## src/rtl/reset_sequencer.sv

```systemverilog
// Reset sequencer: merges POR, debounced external pin and software request into staggered active-low resets.
// Latency: outputs assert on the edge a reset event is seen (immediately for POR); bit k releases HOLD+STAGGER*(k+1) cycles after sources are clean.
// Backpressure: none; free-running, every request is acted on in the cycle it is sampled.
module reset_sequencer #(
  parameter int NUM_OUT         = 4,
  parameter int SYNC_STAGES     = 2,
  parameter int DEBOUNCE_CYCLES = 16,
  parameter int HOLD_CYCLES     = 8,
  parameter int STAGGER_CYCLES  = 4
) (
  input  logic               clk,
  input  logic               reset,
  input  logic               ext_rst_n,
  input  logic               sw_rst_req,
  output logic [NUM_OUT-1:0] rst_out_n,
  output logic               rst_done,
  output logic [1:0]         rst_cause
);

  localparam int DW = $clog2(DEBOUNCE_CYCLES + 1);
  localparam int HW = $clog2(HOLD_CYCLES + 1);
  localparam int SW = $clog2(STAGGER_CYCLES + 1);
  localparam int IW = $clog2(NUM_OUT + 1);

  localparam logic [1:0] CAUSE_POR = 2'b01;
  localparam logic [1:0] CAUSE_EXT = 2'b10;
  localparam logic [1:0] CAUSE_SW  = 2'b11;

  typedef enum logic [1:0] {
    HOLD    = 2'd0,
    RELEASE = 2'd1,
    RUN     = 2'd2
  } state_t;

  // external pin synchronizer and debouncer
  logic [SYNC_STAGES-1:0] sync_q;
  logic                   ext_s;
  logic                   ext_ok;
  logic                   ext_ok_d;
  logic [DW-1:0]          deb_cnt;
  logic [DW-1:0]          deb_cnt_d;
  logic                   ext_fall;

  // sequencing FSM
  state_t                 state;
  state_t                 state_d;
  logic [HW-1:0]          hold_cnt;
  logic [HW-1:0]          hold_cnt_d;
  logic [SW-1:0]          stg_cnt;
  logic [SW-1:0]          stg_cnt_d;
  logic [IW-1:0]          idx;
  logic [IW-1:0]          idx_d;
  logic [NUM_OUT-1:0]     rst_out_n_d;
  logic                   rst_done_d;
  logic [1:0]             rst_cause_d;

  assign ext_s = sync_q[SYNC_STAGES-1];

  // Debounced level flips only after DEBOUNCE_CYCLES consecutive disagreeing samples, in either direction.
  always_comb begin
    ext_ok_d  = ext_ok;
    deb_cnt_d = '0;
    if (ext_s != ext_ok) begin
      if (deb_cnt == DW'(DEBOUNCE_CYCLES - 1)) begin
        ext_ok_d = ext_s;
      end else begin
        deb_cnt_d = deb_cnt + DW'(1);
      end
    end
  end

  // A falling debounced level is acted on in the same edge that commits it, so outputs drop with ext_ok.
  assign ext_fall = ext_ok & ~ext_ok_d;

  // Synchronizer chain and debounce state; the debouncer runs independently of the FSM.
  always_ff @(posedge clk or negedge reset) begin
    if (!reset) begin
      sync_q  <= '0;
      ext_ok  <= 1'b0;
      deb_cnt <= '0;
    end else begin
      sync_q  <= {sync_q[SYNC_STAGES-2:0], ext_rst_n};
      ext_ok  <= ext_ok_d;
      deb_cnt <= deb_cnt_d;
    end
  end

  // Next-state logic: hold until clean, release one bit per stagger period, abort on any new reset event.
  always_comb begin
    state_d     = state;
    hold_cnt_d  = hold_cnt;
    stg_cnt_d   = stg_cnt;
    idx_d       = idx;
    rst_out_n_d = rst_out_n;
    rst_done_d  = rst_done;
    rst_cause_d = rst_cause;
    case (state)
      HOLD: begin
        rst_out_n_d = '0;
        rst_done_d  = 1'b0;
        // A debounced fall here is still a reset event; it also blocks a release on the same edge.
        if (ext_fall) begin
          hold_cnt_d  = '0;
          rst_cause_d = CAUSE_EXT;
        end else if (sw_rst_req) begin
          hold_cnt_d  = '0;
          rst_cause_d = CAUSE_SW;
        end else if (!ext_ok) begin
          hold_cnt_d = '0;
        end else if (hold_cnt == HW'(HOLD_CYCLES - 1)) begin
          state_d    = RELEASE;
          hold_cnt_d = '0;
          stg_cnt_d  = '0;
          idx_d      = '0;
        end else begin
          hold_cnt_d = hold_cnt + HW'(1);
        end
      end
      RELEASE, RUN: begin
        if (ext_fall || sw_rst_req) begin
          state_d     = HOLD;
          rst_out_n_d = '0;
          rst_done_d  = 1'b0;
          hold_cnt_d  = '0;
          stg_cnt_d   = '0;
          idx_d       = '0;
          rst_cause_d = ext_fall ? CAUSE_EXT : CAUSE_SW;
        end else if (state == RELEASE) begin
          if (stg_cnt == SW'(STAGGER_CYCLES - 1)) begin
            stg_cnt_d = '0;
            for (int i = 0; i < NUM_OUT; i++) begin
              if (idx == IW'(i)) begin
                rst_out_n_d[i] = 1'b1;
              end
            end
            if (idx == IW'(NUM_OUT - 1)) begin
              state_d    = RUN;
              rst_done_d = 1'b1;
            end else begin
              idx_d = idx + IW'(1);
            end
          end else begin
            stg_cnt_d = stg_cnt + SW'(1);
          end
        end
      end
      default: begin
        state_d     = HOLD;
        rst_out_n_d = '0;
        rst_done_d  = 1'b0;
      end
    endcase
  end

  // FSM registers; every output is a flop, and POR forces them asynchronously.
  always_ff @(posedge clk or negedge reset) begin
    if (!reset) begin
      state     <= HOLD;
      hold_cnt  <= '0;
      stg_cnt   <= '0;
      idx       <= '0;
      rst_out_n <= '0;
      rst_done  <= 1'b0;
      rst_cause <= CAUSE_POR;
    end else begin
      state     <= state_d;
      hold_cnt  <= hold_cnt_d;
      stg_cnt   <= stg_cnt_d;
      idx       <= idx_d;
      rst_out_n <= rst_out_n_d;
      rst_done  <= rst_done_d;
      rst_cause <= rst_cause_d;
    end
  end

endmodule

```

## config.mk

```make
export PLATFORM = sky130hd
export DESIGN_NAME = reset_sequencer
export DESIGN_NICKNAME = d
export VERILOG_FILES = /design/src/rtl/reset_sequencer.sv
export SDC_FILE = /design/constraint.sdc
export NUM_CORES = 1
export LEC_CHECK = 0
export BUFFER_PORTS_ARGS = -buffer_cell sky130_fd_sc_hd__buf_4
export CAP_MARGIN = 25
export CELL_PAD_IN_SITES_DETAIL_PLACEMENT = 1
export CELL_PAD_IN_SITES_GLOBAL_PLACEMENT = 2
export CORE_MARGIN = 3
export CORE_UTILIZATION = 34
export DETAILED_ROUTE_END_ITERATION = 6
export GPL_ROUTABILITY_DRIVEN = 1
export PLACE_DENSITY = 0.83
export SYNTH_ARGS = -nofsm -noshare
export SYNTH_HDL_FRONTEND = slang
export SYNTH_SLANG_ARGS = --single-unit
```

## constraint.sdc

```tcl
create_clock -name clk -period 1.7 [get_ports clk]
set_input_delay 0 -clock clk [delete_from_list [all_inputs] [get_ports clk]]
set_output_delay 0 -clock clk [all_outputs]
set_load 0.005 [all_outputs]
```

=== Yosys cells after proc, flatten, opt, wreduce, memory -nomap -nowiden ===
Cells that the tools add are included.

* Memories: 0
* ROM bits: 0
* Bits in latches: 0
* Bits in registers: 27
* RAM bits: 0
* Logic and storage cells: 104

* Multiplexer cells: 49
* Div/mod/pow operators: 0
* Shift-type cells: 0
* Reduce and logical (&&, ||, !) cells: 14
* Multiply operators: 0
* Eq/ne operators: 22
* Bitwise operators: 2
* Magnitude comparators: 0
* Add/subtract/negate cells: 4

{| class="wikitable"
|+ Operator list
! operator !! number
|-
| 2-to-1 mux 4 bit || 9
|-
| 2-to-1 mux 3 bit || 11
|-
| != test 3 bit, second input constant || 8
|-
| 2-to-1 mux 2 bit || 11
|-
| AND reduction 3 bit || 5
|-
| one-hot mux 3 bit (2 select lines) || 2
|-
| 2-to-1 mux 1 bit || 11
|-
| 2-to-1 mux 5 bit || 2
|-
| != test 2 bit, second input constant || 5
|-
| equality test 3 x 2 -> 1 bit, second input constant || 3
|-
| one-hot mux 2 bit (2 select lines) || 2
|-
| one-hot mux 4 bit (2 select lines) || 1
|-
| AND reduction 8 bit || 1
|-
| AND reduction 7 bit || 1
|-
| adder 3 x 1 -> 3 bit, second input constant || 2
|-
| AND reduction 6 bit || 1
|-
| adder 5 x 1 -> 5 bit, second input constant || 1
|-
| equality test 5 x 4 -> 1 bit, second input constant || 1
|-
| adder 4 x 1 -> 4 bit, second input constant || 1
|-
| equality test 4 x 3 -> 1 bit, second input constant || 1
|-
| equality test 3 x 1 -> 1 bit, second input constant || 1
|-
| logical NOT 3 bit || 1
|-
| equality test 2 x 1 -> 1 bit, second input constant || 1
|-
| equality test 2 bit, second input constant || 1
|-
| 8 further kinds || 8
|}

=== Depth between registers and ports, before layout ===
* Depth after elaboration: 8
* Mapped depth: 7
* Mapped depth without buffers: 6

=== Least setup slack after synthesis ===
No wires, ideal clock.

* Kind: register -> register
* Start point: register idx[0]
* End point: register idx[0]
* Clock period less this slack: 1.653 ns
* Buffers on the path: 0
* Data required time: 1.579 ns
* Stages on the path, launching flop included: 6
* Library setup time: 0.121 ns
* Arrival: 1.532 ns
* Setup slack: 0.047 ns
* Path through: dfrtp_1 > ha_1 > ha_1 > or2_2 > a22o_1 > a22o_1

* Longest elaborated chain between the ends: 6
* Elaborated cells on any way between the ends: 9
* Classes of those cells: add/sub (1); eq/ne (2); mux (5); reduce/logical (1)

{| class="wikitable"
|+ RTL lines
! element !! line !! RTL
|-
| start, declared || 51 || <nowiki>logic [IW-1:0] idx;</nowiki>
|-
| start signal, assigned || 169 || <nowiki>idx <= idx_d;</nowiki>
|-
| adder 3 x 1 -> 3 bit || 140 || <nowiki>idx_d = idx + IW'(1);</nowiki>
|-
| 2-to-1 mux 3 bit || 136 || <nowiki>if (idx == IW'(NUM_OUT - 1)) begin</nowiki>
|-
| 2-to-1 mux 3 bit || 129 || <nowiki>if (stg_cnt == SW'(STAGGER_CYCLES - 1)) begin</nowiki>
|-
| 2-to-1 mux 3 bit || 128 || <nowiki>end else if (state == RELEASE) begin</nowiki>
|-
| 2-to-1 mux 3 bit || 120 || <nowiki>if (ext_fall || sw_rst_req) begin</nowiki>
|-
| one-hot mux 3 bit (2 select lines) || 97 || <nowiki>case (state)</nowiki>
|}

Several ways; a longest one is shown, not always the timed one. The select of a mux whose other input is x is not followed.
A chain may end at the register's enable or synchronous reset.

=== Final worst setup path ===
* Start point: register deb_cnt[4]
* End point: register hold_cnt[0]

* Longest elaborated chain between the ends: 8
* Elaborated cells on any way between the ends: 10
* Classes of those cells: eq/ne (2); mux (4); bitwise (2); reduce/logical (2)

{| class="wikitable"
|+ RTL lines
! element !! line !! RTL
|-
| start, declared || 40 || <nowiki>logic [DW-1:0] deb_cnt;</nowiki>
|-
| start signal, assigned || 84 || <nowiki>deb_cnt <= deb_cnt_d;</nowiki>
|-
| equality test 5 x 4 -> 1 bit (*) || 64 || <nowiki>if (deb_cnt == DW'(DEBOUNCE_CYCLES - 1)) begin</nowiki>
|-
| 2-to-1 mux 1 bit (*) || 64 ||
|-
| 2-to-1 mux 1 bit (*) || 63 || <nowiki>if (ext_s != ext_ok) begin</nowiki>
|-
| NOT 1 bit (*) || 73 || <nowiki>assign ext_fall = ext_ok & ~ext_ok_d;</nowiki>
|-
| bitwise AND 1 bit (*) || 73 ||
|-
| logical OR 1 bit || 120 ||
|-
| != test 2 bit (no source line) || -- ||
|-
| AND reduction 2 bit (no source line) || -- ||
|-
| end signal, assigned || 167 || <nowiki>hold_cnt <= hold_cnt_d;</nowiki>
|-
| end, declared || 47 || <nowiki>logic [HW-1:0] hold_cnt;</nowiki>
|}

Every way passes the cells marked *; elsewhere a longest branch is shown, timed or not.

==> qor.csv <==
metric,value,unit
core outline area,3740,µm²
"Seq/Total Area, Yosys",48.6,%
Seq cells post-synth,26,
Seq pwr share,52.2,%
drt via density,5.05,
Worst Clk Skew,0.00434,ns
status,"complete, no violations",
first-pass GRT wire length,5.20,mm
Post-synth EDFFs,0,
slew margin rel.,77.8,%
endpoints failing setup,0,
Max Freq,0.593,GHz
worst r2r src,deb_cnt[4]$_DFF_PN0_,
Hold Startpoint,sw_rst_req,
logic gate share of total power,4.2,%
CTS sink cnt,26,
Tightest Pin Transition,0.334,ns
syn_nets,141,
crit-path max cell delay,0.44,ns
CP startpoint,deb_cnt[4]$_DFF_PN0_,
Routed WL,3.41,mm
Final min period,1.69,ns
Fin. Hold Viols,0,
Tcrit/Tclk final,99.2,%
CTS buffer count,3,
residual DRC count,0,
drt initial violations,11,
Die Footprint,4740,µm²
layout cell share with drive strength beyond 1,38.1,%
CP bufs+invs,0,
Ant. Diodes,0,
initial core utilization,35.9,%
Clock Pin Slew Worst Setup and Hold Paths,0.10,ns
Synth Cell Area,1340,µm²
critical path class,reg2reg,
io pins,11,
gpl congestion,0.761,
Post-Layout Cell Count,216,
DR pass1 iterations,4,
max cap viols,0,
Area Growth Syn to Fin,37.9,%
Yosys cell types,35,
CTS tree,built,
Pleak,0.869,nW
# rows,22,
Die H,68.8,µm
clk root buf,clkbuf_8,
Power per Cell Area,657,nW/µm²
Worst VDD drop,0.420,mV
dpl cells,195,
mean area per synthesized cell,10.7,µm²
GRT overflow,0,
sw frac,20.6,%
Design Power,0.00122,W
async set-or-reset flop fraction in the synthesized netlist,100,%
max-slew violation count,0,
Final HPWL DP,2.29,mm
Cell Int Power,0.000966,W
Setup crit start kind,flip-flop,
vias in the first global route,1109,
WL/cell,15.8,µm
pin count of the biggest net entering global routing,27,
crit path DAT,1.86,ns
Worst path slowest cell,or3b_4,
worst path cell trace,"or3b_4, o21ai_4, nand2_1, mux2_4",
"CP delay by family, top",simple AND/OR/NAND/NOR gates,
clock share of power,43.6,%
Main synth FF type,dfrtp_1,
Min-Delay Path Class,in2reg,
crit end category,flip-flop,
worst skew pair latency,0.28,ns
worst hold slack,0.0185,ns
warnings from Yosys,0,
GRT Util Overall,14.9,%
port buffer count,10,
via count,1091,
initial antenna violation count,0,
CTS H-tree depth,1,
Layout Nets,184,
Longest Clk Path Bufs,2,
Routed Antenna Nets,0,
Chip Width,68.8,µm
Mapped Cells,126,
RSZ-0062 raised after global routing,true,
crit path max fanout,5,
Worst EP required,1.88,ns
switching power,0.000250,W
## worst register-to-register path, stage by stage, from the launching register on
cell and delay, ns:
dfrtp_1 0.41, or3b_4 0.44, o21ai_4 0.24, nand2_1 0.17
mux2_4 0.33
## power by group through the flow
stage	sequential [W]	clock [W]	combinational (W)
floorplan	0.000644	0	0.0000101
global placement	0.000644	0	0.0000335
detailed placement	0.000645	0	0.0000357
CTS	0.000634	0.000534	0.0000459
global route	0.000636	0.000561	0.0000580
finish	0.000635	0.000530	0.0000508
## sequential cells by signal, summed over array words and instances, names as in the netlist
signal / flops
rst_cause: 2
hold_cnt: 4
ext_ok: 1
sync_q: 2
rst_out_n: 4
idx: 3
stg_cnt: 3
deb_cnt: 5
state: 2
## timing repair
| action | CTS | global route |
|---|---|---|
| resized for setup | 10 | 10 |
| buffers inserted | 4 | 11 |
| hold buffers | 2 | 0 |
| pin swaps | 3 | 8 |
| endpoints found under the setup margin | 12 | 10 |
| hold endpoints to repair | 27 | 0 |
## layout make-up
class	count	area [µm²]
Sequential cell	26	652
Timing Repair Buffer	40	305
Inverter	9	33.8
Fill cell	442	1890
Tap cell	48	60.1
Clock buffer	3	41.3
Multi-Input combinational cell	89	729
Clock inverter	1	30.0
## routing by layer
| metal | part of all wire [%] | routed length, µm | global-route usage (%) |
|---|---|---|---|
| met1 | 45 | 1520 | 18.7 |
| met5 | 0 | 0 | 0 |
| met3 | 2.1 | 73 | 2.92 |
| met2 | 52 | 1760 | 25.2 |
| met4 | 1.7 | 59 | 5.60 |
## final timing paths
kind	end	slack (ns)	depth (start not counted)
max	hold_cnt[0]$_DFFE_PN0P_	0.01	4
min	rst_cause[1]$_DFFE_PN0P_	0.02	3
max reg2reg	hold_cnt[0]$_DFFE_PN0P_	0.01	4
min reg2reg	sync_q[1]$_DFF_PN0_	0.38	0
max in group asynchronous	rst_cause[0]$_DFFE_PN1P_	1.26	2
min in group asynchronous	deb_cnt[3]$_DFF_PN0_	0.15	2
## metrics by stage
step	worst slack, ns	util, %	setup TNS, ns	area [µm²]
floorplan	0.0475	-	0	1340
global placement	-0.0713	41.7	-0.158	1560
detailed placement	-0.0922	41.7	-0.367	1560
CTS	0.00386	46.3	0	1730
global route	-0.0705	49.5	-0.530	1850
finish	0.0137	49.5	0	1850
## cells in the final DEF (no fill, tap or decap), types with 2 or more instances in the layout
| master | synthesis | final |
|---|---|---|
| nor3_2 | 0 | 2 |
| nand2b_1 | 2 | 2 |
| o211ai_1 | 4 | 4 |
| a21oi_1 | 8 | 8 |
| dfrtp_1 | 25 | 25 |
| nand2_1 | 11 | 10 |
| ha_1 | 11 | 8 |
| xor2_1 | 3 | 3 |
| a22o_1 | 4 | 3 |
| a21o_1 | 2 | 2 |
| inv_2 | 0 | 2 |
| dlygate4sd3_1 | 0 | 2 |
| buf_4 | 2 | 38 |
| inv_1 | 9 | 7 |
| a32o_1 | 2 | 2 |
| and3_1 | 3 | 3 |
| nor2_1 | 9 | 9 |
| nor3_1 | 5 | 3 |
| nand4b_1 | 2 | 2 |
| ha_4 | 0 | 2 |
| clkbuf_8 | 0 | 3 |
| mux2_4 | 0 | 2 |
| nand3_1 | 4 | 3 |
## synthesized netlist by cell type (3+ instances only)
library cell  number  share of area (%)
inv_1              9                2.5
ha_1              11                 10
dfrtp_1           25                 47
o211ai_1           4                2.2
a22o_1             4                2.6
nor2_1             9                2.5
a21oi_1            8                3.0
nand3_1            4                1.5
xor2_1             3                2.0
and3_1             3                1.4
nor3_1             5                1.9
nand2_1           11                3.1
## cells by family after synthesis
group / Yosys count / synth area share [%]
fa+ha+maj: 11 / 10.3
buf+inv: 11 / 3.63
compound gates: 28 / 16.0
simple gates: 44 / 17.1
flops: 26 / 48.6
mux: 3 / 2.52
xor+xnor: 3 / 1.96
No activity file was read; power rests on OpenSTA's default activity.
